File: src/rtl/rx78_psg_pkg.sv
// Shared constants for the RX-78 SN76489-compatible sound generator:
// volume table, register-select encodings, LFSR seed and noise divider reloads.
package rx78_psg_pkg;

    localparam int PRESC_W = 4;

    localparam logic [14:0] LFSR_SEED = 15'h4000;

    localparam logic [9:0] NOISE_RELOAD_0 = 10'h010;
    localparam logic [9:0] NOISE_RELOAD_1 = 10'h020;
    localparam logic [9:0] NOISE_RELOAD_2 = 10'h040;

    // 2 dB attenuation steps; index 15 is silence.
    localparam logic [12:0] VOL [16] = '{
        13'd8191, 13'd6506, 13'd5168, 13'd4105,
        13'd3261, 13'd2590, 13'd2057, 13'd1634,
        13'd1298, 13'd1031, 13'd819,  13'd650,
        13'd516,  13'd410,  13'd326,  13'd0
    };

    // sel[2:1] is the channel (3 = noise), sel[0] picks attenuation.
    typedef enum logic [2:0] {
        SEL_T0 = 3'd0,
        SEL_A0 = 3'd1,
        SEL_T1 = 3'd2,
        SEL_A1 = 3'd3,
        SEL_T2 = 3'd4,
        SEL_A2 = 3'd5,
        SEL_NC = 3'd6,
        SEL_A3 = 3'd7
    } sel_e;

    // Rate 3 follows channel 2, so its internal divider value is irrelevant.
    function automatic logic [9:0] noise_reload(input logic [1:0] rate);
        case (rate)
            2'd1:    return NOISE_RELOAD_1;
            2'd2:    return NOISE_RELOAD_2;
            default: return NOISE_RELOAD_0;
        endcase
    endfunction

endpackage

File: src/rtl/rx78_psg_tone.sv
// Square-wave divider: 10-bit down counter that reloads and toggles q on each
// tick where it has reached 1 or below; periods 0 and 1 hold q high.
module rx78_psg_tone
    import rx78_psg_pkg::*;
(
    input  logic       clk,
    input  logic       reset_n,
    input  logic       tick,
    input  logic       clr,
    input  logic [9:0] period,
    output logic       q
);

    logic [9:0] cnt;
    logic       hold;
    logic       expire;

    always_comb begin
        hold   = (period <= 10'd1);
        expire = tick && !clr && (cnt <= 10'd1);
    end

    always_ff @(posedge clk) begin
        if (!reset_n) begin
            cnt <= '0;
            q   <= 1'b0;
        end else begin
            if (clr) begin
                cnt <= '0;
            end else if (tick) begin
                cnt <= (cnt <= 10'd1) ? period : cnt - 10'd1;
            end
            if (hold) begin
                q <= 1'b1;
            end else if (expire) begin
                q <= ~q;
            end
        end
    end

endmodule

File: src/rtl/rx78_psg.sv
// RX-78 port 0xFF sound generator: latch/data register file, prescaler, three
// tone channels, LFSR noise, busy timer and registered four-channel mixer.
module rx78_psg
    import rx78_psg_pkg::*;
#(
    parameter int READY_TICKS = 32
) (
    input  logic        clk,
    input  logic        reset_n,
    input  logic        cen,
    input  logic        wr,
    input  logic [7:0]  din,
    output logic        ready,
    output logic [15:0] audio
);

    localparam int BW = $clog2(READY_TICKS + 1);

    sel_e               sel;
    sel_e               sel_w;
    logic [2:0]         sel_bits;
    logic [1:0]         ch_w;
    logic               noise_wr;
    logic [9:0]         period [3];
    logic [3:0]         att [4];
    logic [2:0]         ctrl;
    logic [PRESC_W-1:0] presc;
    logic               tick;
    logic [2:0]         tone_q;
    logic               noise_q;
    logic               q2_d;
    logic               qn_d;
    logic               shift;
    logic               fb;
    logic [14:0]        lfsr;
    logic [BW-1:0]      busy;
    logic [14:0]        mix;
    logic [15:0]        audio_p1;

    // A data byte reuses the stored select; a latch byte replaces it.
    always_comb begin
        sel_w    = din[7] ? sel_e'(din[6:4]) : sel;
        sel_bits = sel_w;
        ch_w     = sel_bits[2:1];
        noise_wr = wr && (sel_w == SEL_NC);
    end

    always_ff @(posedge clk) begin
        if (!reset_n) begin
            sel  <= SEL_T0;
            ctrl <= '0;
            for (int i = 0; i < 3; i++) period[i] <= '0;
            for (int i = 0; i < 4; i++) att[i] <= 4'hF;
        end else if (wr) begin
            sel <= sel_w;
            if (sel_bits[0]) begin
                att[ch_w] <= din[3:0];
            end else if (ch_w == 2'd3) begin
                ctrl <= din[2:0];
            end else if (din[7]) begin
                period[ch_w][3:0] <= din[3:0];
            end else begin
                period[ch_w][9:4] <= din[5:0];
            end
        end
    end

    always_comb tick = cen && (presc == '1);

    always_ff @(posedge clk) begin
        if (!reset_n) begin
            presc <= '0;
        end else if (cen) begin
            presc <= presc + PRESC_W'(1);
        end
    end

    for (genvar g = 0; g < 3; g++) begin : g_tone
        rx78_psg_tone u_tone (
            .clk     (clk),
            .reset_n (reset_n),
            .tick    (tick),
            .clr     (1'b0),
            .period  (period[g]),
            .q       (tone_q[g])
        );
    end

    rx78_psg_tone u_noise_div (
        .clk     (clk),
        .reset_n (reset_n),
        .tick    (tick),
        .clr     (noise_wr),
        .period  (noise_reload(ctrl[1:0])),
        .q       (noise_q)
    );

    // Each source keeps its own history so switching rate never fakes an edge.
    always_comb begin
        shift = (ctrl[1:0] == 2'd3) ? (tone_q[2] & ~q2_d) : (noise_q & ~qn_d);
        fb    = ctrl[2] ? (lfsr[0] ^ lfsr[1]) : lfsr[0];
    end

    always_ff @(posedge clk) begin
        if (!reset_n) begin
            lfsr <= LFSR_SEED;
            q2_d <= 1'b0;
            qn_d <= 1'b0;
        end else begin
            q2_d <= tone_q[2];
            qn_d <= noise_q;
            if (noise_wr) begin
                lfsr <= LFSR_SEED;
            end else if (shift) begin
                lfsr <= {fb, lfsr[14:1]};
            end
        end
    end

    always_ff @(posedge clk) begin
        if (!reset_n) begin
            ready <= 1'b1;
            busy  <= '0;
        end else if (wr) begin
            ready <= 1'b0;
            busy  <= BW'(READY_TICKS);
        end else if (cen && !ready) begin
            busy <= busy - BW'(1);
            if (busy == BW'(1)) ready <= 1'b1;
        end
    end

    always_comb begin
        mix = '0;
        for (int i = 0; i < 3; i++) begin
            if (tone_q[i]) mix = mix + {2'b00, VOL[att[i]]};
        end
        if (lfsr[0]) mix = mix + {2'b00, VOL[att[3]]};
    end

    // Stage p1: registered mix
    always_ff @(posedge clk) begin
        if (!reset_n) begin
            audio_p1 <= '0;
        end else begin
            audio_p1 <= {1'b0, mix};
        end
    end

    assign audio = audio_p1;

endmodule

File: config.mk
export PLATFORM = sky130hd
export DESIGN_NAME = rx78_psg
export DESIGN_NICKNAME = d
export VERILOG_FILES = /design/src/rtl/rx78_psg_pkg.sv /design/src/rtl/rx78_psg_tone.sv /design/src/rtl/rx78_psg.sv
export SDC_FILE = /design/constraint.sdc
export NUM_CORES = 1
export LEC_CHECK = 0
export ABC_AREA = 1
export CORE_MARGIN = 3
export CORE_UTILIZATION = 30
export DETAILED_ROUTE_END_ITERATION = 16
export GPL_TIMING_DRIVEN = 1
export PLACE_DENSITY = 0.53
export SLEW_MARGIN = 15
export SYNTH_ARGS = -nofsm -noshare
export SYNTH_HDL_FRONTEND = slang
export SYNTH_SLANG_ARGS = --single-unit
File: constraint.sdc
create_clock -name clk -period 4.55 [get_ports clk]
set_input_delay 0.91 -clock clk [delete_from_list [all_inputs] [get_ports clk]]
set_output_delay 0.91 -clock clk [all_outputs]
set_load 0.1 [all_outputs]
* Word level (Yosys, flattened, before mapping) *
Memory sizes are Yosys's and may differ from the RTL's.
Cells that the tools add are included.

cells by class
  bitwise gates (word level) = 15
  multiplexer cells = 56
  magnitude comparators = 12
  divide/modulo/power cells = 0
  equality and inequality tests = 7
  shift operators = 0
  multipliers = 0
  reductions and logical operators = 22
  $add $sub $neg = 9

operators with widths
  cell                     number
  $mux W13                 9
  $le A10 B1 Y1 const B    7
  $mux W10                 5
  $add A15 B13 Y15         3
  $mux W15                 3
  $sub A10 B1 Y10 const B  4
  $mux W1                  31
  $ge A5 B5 Y1 const B     4
  $not A4 Y5               4
  $pmux W7 S2              1
  $mux W6                  2
  $reduce_bool A2 Y1       6
  $reduce_or A10 Y1        1
  $logic_and A1 B1 Y1      8
  $not A1 Y1               8
  $le A7 B1 Y1 const B     1
  $eq A2 B2 Y1 const B     3
  $eq A6 B1 Y1 const B     1
  $mux W2                  3
  $sub A6 B1 Y6 const B    1
  $add A4 B1 Y4 const B    1
  $eq A4 B4 Y1 const B     1
  $mux W4                  1
  $reduce_or A2 Y1         2
  9 further kinds          11

storage, ports and cells
  input bits = 12
  bits in writable memories = 46
  memories = 6
  latch bits = 0
  register bits after elaboration = 94
  ROM bits = 832
  logic and storage cells = 146
  output and inout port bits = 17

memory list
  memory            words  bits a word  read ports  clocked after memory_dff  wr ports  line             source
  (name not given)  16     13           1           0                         0         rx78_psg.sv:138  if (lfsr[0]) mix = mix + {2'b00, VOL[att[3]]};
  (name not given)  16     13           1           0                         0         rx78_psg.sv:136  if (tone_q[i]) mix = mix + {2'b00, VOL[att[i]]};
  (name not given)  16     13           1           0                         0         rx78_psg.sv:136
  (name not given)  16     13           1           0                         0         rx78_psg.sv:136
  period            3      10           3           0                         3         rx78_psg.sv:24   logic [9:0] period [3];
  att               4      4            4           0                         4         rx78_psg.sv:25   logic [3:0] att [4];

* Longest topological paths before layout *
Gate-level depths: netlist (run 1).
An unclocked memory read counts as a cell.

  word-level depth = 12
  mapped depth = 39
  gate-level depth less buffers = 39

* Hierarchy *
From an unflattened synthesis (run 1), not the netlist that was laid out.

second synthesis, totals
  cells, all modules = 1633
  area, all modules = 10795.4 um^2

by module, submodules not included
  module                                 cells each  sequential area each (um^2)  times used  area an instance (um^2)
  rx78_psg                               1106        2362.3                       1           7477.2
  rx78_psg_tone at g_tone[1].u_tone ...  132         220.2                        3           839.6
  rx78_psg_tone at g_tone[0].u_tone      131         220.2                        1           799.5

* Least setup slack after synthesis (run 1) *
OpenSTA, ideal clock, no wires.

  path kind = register -> register
  start = mem att[0][0]
  end = reg audio_p1[13], in the netlist audio[13]
  path slack = -54 ps
  setup time = 116 ps
  path buffers = 0
  cell stages (with the launch flop) = 31
  data arrival time = 4488 ps
  clock period less this slack = 4604 ps
  required time = 4434 ps
  path through = edfxtp_1 > inv_1 > ha_1 > o31ai_1 > nor2_1 > o21ai_0 > inv_1 > ha_1 > a21oi_1 > nor2_1 > nor2_1 > nand3_1 > nand2_1 > nand3_1 > and2_1 > ha_1 > nand2_1 > inv_1 > a21oi_1 > nand3_1 > or2_2 > nand3_1 > nand2_1 > ha_1 > inv_1 > nor3_1 > nand2_1 > o21ai_0 > nand2_1 > o21ai_0 > nor2_1

RTL lines
  what                  line             source
  from (decl)           rx78_psg.sv:25
  to (signal assigned)  rx78_psg.sv:146  audio_p1 <= {1'b0, mix};
  to (decl)             rx78_psg.sv:38   logic [15:0] audio_p1;

==> implementation parameters, run 1 <==
Parameter                              Value

Clock tree
  Clock Sink Count    around 140
  Htree depth    4
  Clock tree from TritonCTS    yes
  CTS clk-pin slew, worst paths    0.06 ns
  Root Buffer Master    clkbuf_16
  Insertion delay of the later-clocked pin in the worst-skew pair    0.44 ns
  Number of buffers added to fix hold violations after cts    0
  Clock buffer count from CTS    17
  Clock tree buffer depth    2

Logic synthesis
  Total standard cell area after synthesis    9930 um2
  Share of synthesized flip-flops with an asynchronous set or reset    0
  Number of instances in the synthesized netlist    1465
  Most frequently used flop master after synthesis    dfxtp_1
  Unique cell type count in the Yosys netlist    51
  Area share of the leading cell type in the synthesized netlist    0.188
  Number of synthesized flops with an enable pin    46
  Top cell type by total area after synthesis    dfxtp_1
  Syn. warnings    0
  Synthesized netlist net count    1557
  Register bit count reported by yosys    139
  Share of synthesized area occupied by flip-flops and latches    0.327
  Synthesized area per cell    6.78 um2
  Top cells by area, synth    dfxtp_1 (19%), edfxtp_1 (14%), nand2_1 (14%)

Floorplan
  Initial core utilization    0.309
  Horizontal extent of the die    around 190 um
  Die outline area    35300 um2
  Standard cell core area    around 32000 um2
  # IOs    29
  Site Rows    65
  Vertical die dimension    188 um

Global route
  Global-route total usage across every layer    0.162
  Gr ovfl total    0
  Global-route wire length before repair    47100 um
  Via count of the first global-routing pass    9621
  Initial antenna violation count    0
  Largest net degree at the start of global routing    52

STA
  Setup TNS    -0.622 ns
  Number of pins with negative max-slew slack in the final report    0
  Setup repair after global routing missed its margin    true
  Fin. Hold Viols    0
  Post-Route Hold Slack    0.460 ns
  Rel. slew slack    0.341
  Final-report setup violation count    7
  Slew @ Worst Pin    0.985 ns
  Max frequency    0.214 GHz
  Clock period minus worst slack    ~4.7 ns
  Largest clock skew in the final design    roughly 0.015 ns
  PnR worst setup slack    -0.130 ns
  Tcrit/Tclk final    1.03

Setup path
  Most frequent cell on the critical path    nand2_1
  Worst setup EP type    flip-flop
  Delay of the slowest cell on the worst path    0.47 ns
  Slowest stage cell on the critical path    edfxtp_1
  Critical Path Source Type    flip-flop
  Arrival time of data at the critical path endpoint    5.06 ns
  Required time worst endpoint    4.93 ns
  Critical Path Fanout Max    7
  Depth of the worst register-to-register path    33
  Worst Path Class, Setup    reg -> reg

Run status
  Result of the run    complete, but fails checks
  Failing checks    setup timing

Power
  Sum of internal, switching and leakage power    2.94 mW
  Worst vdd ir    0.000251 V
  P_leak    6.43 nW
  Power per cell area    213 nW/um2

Layout
  Register area    around 3200 um2
  Inserted Diodes    0
  Area used by multi-input combinational logic    6860 um2
  FILL cells    3262
  Area delta synth->final    39.3%
  Non-filler cells, final    approximately 2100
  Net count reported at finish    1765
  Share of cells above drive strength 1    0.266

Detailed routing
  DR WL/cell    13.7 um
  Drt pass-1 iters    5
  Antenna Nets Post-Route    0
  Via density per instance    approximately 4.8
  Number of remaining DRC errors    0
  Via count of the routed design    10100
  Total wire length    29100 um
  Drt first-iter violations    approximately 500

Placed design
  Detailed-placement wirelength estimate    ~21000 um
  Port Buf Inserts    27
  DP Cell Count    2048
  GP Congestion    0.898

Hold path
  Hold crit path type    reg -> reg
  Number of instances on the worst hold path    2

Run
  Total of max-cap violations    0
## timing repair
| action | 4_1_cts | 5_1_grt |
|---|---|---|
| resized for setup | 173 | 82 |
| endpoints found under the setup margin | 11 | 12 |
| pin swaps | 64 | 44 |
| buffers inserted | 30 | 11 |
## path summary, 6_finish.rpt
check,startpoint,endpoint,slack [ns]
worst max-delay path,att[0][2]$_SDFFCE_PN1P_,audio[9]$_SDFF_PN0_,-0.13
worst min register to register,ctrl[2]$_SDFFE_PN0P_,ctrl[2]$_SDFFE_PN0P_,0.46
worst max register to register,att[0][2]$_SDFFCE_PN1P_,audio[9]$_SDFF_PN0_,-0.13
worst min-delay path,ctrl[2]$_SDFFE_PN0P_,ctrl[2]$_SDFFE_PN0P_,0.46
## metrics by stage
step / utilization / instance area [um2] / worst slack [ns]
6_report: 0.431 / 13800 / -0.130
4_1_cts: 0.418 / 13400 / 0.00474
3_3_place_gp: 0.367 / 11800 / -0.821
2_1_floorplan: - / 9940 / 0.0145
5_1_grt: 0.431 / 13800 / -0.439
3_5_place_dp: 0.367 / 11800 / -0.708
## cells by family (layout without fill, tap and decap cells)
| kind of cell | after synthesis | after routing | synth area share |
|---|---|---|---|
| AOI/OAI and AO/OA | 289 | 289 | 0.166 |
| adders and majority gates | 80 | 80 | 0.103 |
| other | 1 | 1 | 0.000378 |
| buffers and inverters | 251 | 472 | 0.0964 |
| and+or+nand+nor | 681 | 681 | 0.287 |
| xor gates and xnor gates | 24 | 24 | 0.0212 |
| DFF | 139 | 139 | 0.327 |
## cells in the mapped netlist (7+ instances only)
master and count:
a21oi_1 109, buf_2 9, nand4_1 17, edfxtp_1 46, or2_2 10, inv_1 205, dfxtp_1 93, o21ai_0 99
nand2_1 359, clkbuf_1 26, o211ai_1 22, a211oi_1 7, ha_1 77, a31oi_1 11, nand3_1 76, nor2_1 166
nor3_1 31, xor2_1 11, o21bai_1 9, xnor2_1 13
## where the power goes
group          leakage [nW]  internal [mW]  switching [mW]
combinational          4.97         0.0937           0.164
clock                 0.286          0.732           0.636
sequential             1.18           1.30          0.0148
total                  6.43           2.13           0.814
## layer usage
metal / share of wire / global-route usage
met1: 0.47 / 0.213
met2: 0.47 / 0.274
met3: 0.040 / 0.0265
met4: 0.022 / 0.0496
met5: 0 / 0
## sequential cells by signal, indices dropped and copies added, names as in the netlist
register,count
busy,6
ctrl,3
g_tone.u_tone.q,3
att,16
u_noise_div.q,1
period,30
u_noise_div.cnt,10
ready,1
qn_d,1
audio,15
q2_d,1
g_tone.u_tone.cnt,30
lfsr,15
presc,4
sel,3
## cell type report
cell class,count,area share
tap,435,0.0393
multi-input combinational,1075,0.496
sequential,139,0.234
inverter,212,0.0577
timing repair buffer,228,0.131
clock inverter,15,0.0111
clock buffer,17,0.0307
## cell usage in the layout, fill, tap and decap left out, drive strengths merged, types with 22 or more instances in the layout
cell,instances
inv,217
edfxtp,46
nand3,76
buf,202
o211ai,22
a21oi,109
o21ai,101
nor2,171
ha,77
nor3,31
dfxtp,93
nand2,364
clkdlybuf4s50,26
## critical path: cells and delay by family (launching register included)
| family | cells | cell delay, ns |
|---|---|---|
| buffers and inverters | 7 | 0.78 |
| and+or+nand+nor | 18 | 1.62 |
| xor gates and xnor gates | 1 | 0.13 |
| AOI/OAI and AO/OA | 4 | 0.76 |
| adders and majority gates | 3 | 0.88 |
| DFF | 1 | 0.47 |
Power figures use the tool's default switching activity.
==> run 2, diff against run 1 <==
--- a/config.mk
+++ b/config.mk
@@ -6,6 +6,7 @@
 export NUM_CORES = 1
 export LEC_CHECK = 0
 export ABC_AREA = 1
+export CAP_MARGIN = 20
 export CORE_MARGIN = 3
 export CORE_UTILIZATION = 30
 export DETAILED_ROUTE_END_ITERATION = 16
==> results of run 2 <==
The final DEF is identical to that of run 1; final timing and power are the same.
